==> config.mk <==
export PLATFORM = sky130hd
export DESIGN_NAME = deser8_sync
export DESIGN_NICKNAME = d
export VERILOG_FILES = /design/src/rtl/deser_pkg.sv /design/src/rtl/deser8_sync.sv
export SDC_FILE = /design/constraint.sdc
export NUM_CORES = 1
export LEC_CHECK = 0
export BUFFER_PORTS_ARGS = -buffer_cell sky130_fd_sc_hd__buf_4
export CAP_MARGIN = 20
export CORE_MARGIN = 3
export CORE_UTILIZATION = 45
export CTS_BUF_LIST = sky130_fd_sc_hd__clkbuf_8 sky130_fd_sc_hd__clkbuf_16
export CTS_CLUSTER_DIAMETER = 100
export CTS_CLUSTER_SIZE = 40
export DETAILED_ROUTE_END_ITERATION = 12
export PLACE_DENSITY_LB_ADDON = 0.08
export SYNTH_ARGS = -nofsm -noshare
export SYNTH_HDL_FRONTEND = slang
export SYNTH_SLANG_ARGS = --single-unit
==> constraint.sdc <==
create_clock -name clk -period 4 [get_ports clk]
set_clock_uncertainty 0.1 [all_clocks]
set_input_delay 0.8 -clock clk [delete_from_list [all_inputs] [get_ports clk]]
set_output_delay 0.8 -clock clk [all_outputs]
set_load 0.01 [all_outputs]
==> src/rtl/deser_pkg.sv <==
// Shared types and defaults for the serial-to-parallel front end.
package deser_pkg;

    typedef enum logic {
        IDLE  = 1'b0,
        SHIFT = 1'b1
    } state_t;

    localparam int unsigned DEFAULT_WIDTH = 8;

endpackage

==> src/rtl/deser8_sync.sv <==
// Framed serial-to-parallel collector: assembles WIDTH bits into a word and
// strobes it out as d_out/d_en for an enabled register; flags aborted frames.
module deser8_sync
    import deser_pkg::*;
#(
    parameter int unsigned WIDTH     = DEFAULT_WIDTH,
    parameter bit          MSB_FIRST = 1'b1
) (
    input  logic             clk,
    input  logic             rst_n,
    input  logic             bit_in,
    input  logic             bit_vld,
    input  logic             sync,
    output logic [WIDTH-1:0] d_out,
    output logic             d_en,
    output logic             busy,
    output logic             frame_err
);

    localparam int unsigned CW = $clog2(WIDTH + 1);

    state_t           r_state;
    state_t           w_state_nxt;
    logic [CW-1:0]    r_cnt;
    logic [CW-1:0]    w_cnt_nxt;
    logic [WIDTH-1:0] r_shift;
    logic [WIDTH-1:0] w_shift_nxt;
    logic [WIDTH-1:0] w_seed;
    logic [WIDTH-1:0] w_shifted;
    logic [WIDTH-1:0] r_dout;
    logic             r_den;
    logic             r_ferr;
    logic             r_busy;
    logic             w_done;
    logic             w_abort;

    // Seed clears the stale partial word so a restart never inherits old bits.
    always_comb begin
        if (MSB_FIRST) begin
            w_seed    = {{(WIDTH-1){1'b0}}, bit_in};
            w_shifted = {r_shift[WIDTH-2:0], bit_in};
        end else begin
            w_seed    = {bit_in, {(WIDTH-1){1'b0}}};
            w_shifted = {bit_in, r_shift[WIDTH-1:1]};
        end
    end

    always_comb begin
        w_state_nxt = r_state;
        w_cnt_nxt   = r_cnt;
        w_shift_nxt = r_shift;
        w_done      = 1'b0;
        w_abort     = 1'b0;
        if (bit_vld) begin
            unique case (r_state)
                IDLE: begin
                    if (sync) begin
                        w_shift_nxt = w_seed;
                        w_cnt_nxt   = CW'(1);
                        w_state_nxt = SHIFT;
                    end
                end
                SHIFT: begin
                    if (sync) begin
                        w_abort     = 1'b1;
                        w_shift_nxt = w_seed;
                        w_cnt_nxt   = CW'(1);
                    end else begin
                        w_shift_nxt = w_shifted;
                        if (r_cnt == CW'(WIDTH - 1)) begin
                            w_done      = 1'b1;
                            w_cnt_nxt   = '0;
                            w_state_nxt = IDLE;
                        end else begin
                            w_cnt_nxt = r_cnt + CW'(1);
                        end
                    end
                end
                default: w_state_nxt = IDLE;
            endcase
        end
    end

    always_ff @(posedge clk or negedge rst_n) begin
        if (!rst_n) begin
            r_state <= IDLE;
            r_cnt   <= '0;
            r_shift <= '0;
            r_dout  <= '0;
            r_den   <= 1'b0;
            r_ferr  <= 1'b0;
            r_busy  <= 1'b0;
        end else begin
            r_state <= w_state_nxt;
            r_cnt   <= w_cnt_nxt;
            r_shift <= w_shift_nxt;
            r_den   <= w_done;
            r_ferr  <= w_abort;
            r_busy  <= (w_state_nxt == SHIFT);
            if (w_done) begin
                r_dout <= w_shifted;
            end
        end
    end

    assign d_out     = r_dout;
    assign d_en      = r_den;
    assign busy      = r_busy;
    assign frame_err = r_ferr;

endmodule

-- After elaboration in Yosys (flattened, before gate mapping)
Index checks and enable logic that the tools add are counted.
- $add $sub $neg: 1
- muxes and demuxes: 17
- bitwise gates (word level): 1
- reductions and logical operators: 1
- eq/ne operators: 2
- operator list (cell ; number):
    two-way mux 7 bit ; 2
    one-hot mux 7 bit (2 select lines) ; 1
    two-way mux 4 bit ; 3
    two-way mux 1 bit ; 9
    one-hot mux 4 bit (2 select lines) ; 1
    adder 4 x 1 -> 4 bit (second input constant) ; 1
    equality test 4 x 3 -> 1 bit (second input constant) ; 1
    != test 2 bit (second input constant) ; 1
    one-hot mux 1 bit (2 select lines) ; 1
    AND reduction 2 bit ; 1
    inverter 1 bit ; 1
- bits in registers: 22
- word-level logic and storage cells: 28
- output and inout port bits: 11
- bits of input ports: 5

-- Logic depth before layout (Yosys ltp)
- word-level depth: 5
- mapped depth: 4
- gate-level depth less buffers: 4

-- Worst setup path before layout
OpenSTA, ideal clock, no wires.
- path kind: input -> register
- from: input bit_vld
- to: register r_dout[0] (netlist: d_out[0])
- path buffers: 0
- setup time: 0.125 ns
- stages on the path: 3
- data required time: 3.775 ns
- data arrival time: 1.563 ns
- slack: 2.212 ns
- cell sequence: nand2_2 -> nor3_4 -> mux2_2
- word-level cells in the longest chain between the ends: 1
- ends and longest elaborated chain (what ; RTL line ; RTL):
    from (decl) ; deser8_sync.sv:12 ; input logic bit_vld,
    two-way mux 1 bit ; deser8_sync.sv:54 ; if (bit_vld) begin
    via w_done ; deser8_sync.sv:34 ; logic w_done;
    to (signal assigned) ; deser8_sync.sv:101 ; r_dout <= w_shifted;
    to (decl) ; deser8_sync.sv:30 ; logic [WIDTH-1:0] r_dout;
The timed path passes the listed nets, and every way through them passes these cells.
A chain may end at the register's enable or synchronous reset.

-- Worst setup path after layout
- from: register r_busy (netlist: busy)
- to: output busy
- RTL lines (what ; RTL line ; RTL):
    from (decl) ; deser8_sync.sv:33 ; logic r_busy;
    from (signal assigned) ; deser8_sync.sv:99 ; r_busy <= (w_state_nxt == SHIFT);
    to (decl) ; deser8_sync.sv:16 ; output logic busy,
No word-level cell between the ends.

==> reports/qor.yml <==
status: "completed"
power_frac_seq: 0.517
final_nets: 103
start_util: 0.484
endpoint_kind: "output port"
gp_congestion: 0.729
ff_latch_area_sq_um: 551
fmax_mhz: 489
clockBufferDepth: 2
p_clk_frac: 0.270
cts_resized: 0
syn_area_sq_um: 968
dr.first_iter.drc_count: 10
r2r_cells: 3
max_cap_violations: 0
core-area_sq_um: 2000
hold_path.class: "in2async"
synth-xor-area-share: 0
maxSlewViolCount: 0
synth_edf_count: 0
crit_chain: "buf_4"
grt_pass1_vias: 630
dpl_cell_area_sq_um: 1100
cp.arrival_ns: 1.15
postSynthAreaPerCell_sq_um: 12.0
post_drt_wl_per_cell_um: 13.5
yosys.cell_types.count: 27
synth-main-ff-cell: "dfrtp_1"
fin_tns_setup_ns: 0
die-area_sq_um: 2740
syn_to_final_growth_pct: 19.3
slowest_delay_ns: 0.68
yosysSeqAreaShare: 0.568
yosys-top-cells-area: "dfrtp_1 (57%), mux2_2 (10%), o22ai_1 (5.2%)"
grt_pass1_wl_um: 2820
synthMostInstantiatedCell: "dfrtp_1"
hold_violations: 0
synth-seq-cells: 22
crit_family: "flip-flops"
ff2ff_setup_slack_ns: 2.13
fillCellCount: 183
overflow: 0
grt_util_all_layers: 0.136
synth.net_count: 87
antenna_found_initial: 0
clkSlewWorstSetupHoldPaths_ns: 0.07
clock-sinks: 22
synth_commonest_cells: "dfrtp_1 (22), inv_1 (9), mux2_2 (9)"
chipWidth_um: 52.4
startpoint_type: "register"
yosysTopAreaCell: "dfrtp_1"
power_density_nw_per_um2: 494
dpl.hpwl_um: 1120
synthArstFlopShare: 1.00
crit_fanout: 18
grt_max_degree: 23
synth_top_family_by_area: "compound AO/OA/AOI/OAI gates"
muxShareOfSynthArea: 0.105
power_switching_uw: 156
ys_warn_count: 0
combinationalPowerShare: 0.213
netlist.area_leader.share: 0.568
drc_errors: 0
htreeDepth: 1
num_rows: 16
path_buf_inv: 1
routed_wl_um: 1660
root_buffer: "clkbuf_8"
period_share: 0.512
power_uw: 570
cts_tree: "done"
power.leakage_uw: 0.000538
die_h_um: 52.4
fin_crit_ns: 2.05
cp_slowest_cell: "dfrtp_1"
layout-drive-gt1-share: 0.313
drt_pass1_iterations: 4
synthAdderAreaFrac: 0.0129
netlist_instances: 81
crit_required_ns: 3.10
vias: 672
cts_hold_buf: 0
multi_input_area_sq_um: 369
cts_made_buffers: 3
synth-compound-area-share: 0.151
num_antenna_cells: 0
fin_area_sq_um: 1150
rsz0062_at_grt: "no"
setup_viol: 0
ir_drop_mv: 0.206
post-cts-setup-buffers: 0
io_pins: 16
rr_startpoint: "busy"
slew_headroom: 0.649
clock_latency_ns: 0.25
tightestPinTransition_ns: 0.527
yosys.area_share.simple: 0.112
rr_endpoint: "d_out[2]"
sw_frac_of_total: 0.274
port_buffers: 15
ant_nets: 0
power.internal_uw: 414
crit_type: "reg2out"
vias_per_cell: 5.46
[power by group through the flow]
stage / combinational, uW / sequential (uW) / clock [uW]
3_3_place_gp: 120 / 297 / 0
6_report: 122 / 295 / 154
5_1_grt: 137 / 301 / 167
2_1_floorplan: 79.0 / 294 / 0
4_1_cts: 123 / 294 / 159
3_5_place_dp: 123 / 298 / 0
[per-layer routing]
layer  GRT usage  up-vias  part of all wire
met4      0.0638        0            0.0054
li1            -      326                 -
met1       0.177      328              0.46
met5           0        -                 0
met2       0.223       16              0.48
met3      0.0171        2             0.056
[placed cells by master (no fill, tap or decap)]
| cell | count |
|---|---|
| inv_1 | 9 |
| and3_1 | 1 |
| buf_4 | 15 |
| o21a_1 | 2 |
| nor2_1 | 1 |
| nor3_4 | 1 |
| nor3_1 | 1 |
| and4b_1 | 1 |
| and3b_1 | 1 |
| and4_1 | 1 |
| ha_1 | 1 |
| a221o_1 | 1 |
| clkbuf_8 | 4 |
| a21oi_1 | 1 |
| a22o_1 | 1 |
| and2_1 | 1 |
| dfrtp_1 | 22 |
| nand3_1 | 2 |
| o22ai_1 | 8 |
| nand2b_1 | 1 |
| o21ai_0 | 1 |
| o311ai_0 | 1 |
| nand4_1 | 1 |
| nand2_1 | 2 |
| nand3b_1 | 1 |
| nand2_2 | 1 |
| a2bb2oi_1 | 5 |
| mux2_2 | 9 |
[cell type report]
| class | instances | area share |
|---|---|---|
| clock buffers | 4 | 0.0477 |
| repair buffers | 15 | 0.0975 |
| well taps | 27 | 0.0293 |
| inverters | 9 | 0.0293 |
| multi-input cells | 46 | 0.320 |
| flip-flops and latches | 22 | 0.477 |
[stage by stage]
| stage | hold WS [ns] | instances | util | setup slack [ns] |
|---|---|---|---|---|
| detailed placement | 0.400 | 119 | 0.549 | 1.83 |
| floorplan | 0.379 | 81 | - | 2.21 |
| CTS | 0.323 | 123 | 0.577 | 1.95 |
| global placement | 0.394 | 119 | 0.549 | 1.85 |
| finish | 0.316 | 123 | 0.577 | 1.95 |
| global route | 0.327 | 123 | 0.577 | 1.87 |
[state kept, by name, summed over array words and instances, names as in the netlist]
signal,count
d_en,1
r_cnt,4
busy,1
frame_err,1
d_out,8
r_shift,7
[worst max path at each step]
stage                        from  endpoint  slack, ns  depth (start not counted)
after CTS                    busy      busy       1.95                          1
after global placement    bit_vld  d_out[3]       1.85                          4
after floorplan           bit_vld  d_out[0]       2.21                          3
after global routing         busy      busy       1.87                          1
after detailed placement  bit_vld  d_out[2]       1.83                          4
final                        busy      busy       1.95                          1
[logic make-up after synthesis]
kind of cell / count (synthesis)
buffers and inverters: 13
and+or+nand+nor: 16
AOI/OAI and AO/OA: 20
adders and majority gates: 1
DFF: 22
muxes: 9
Power figures use the tool's default switching activity.
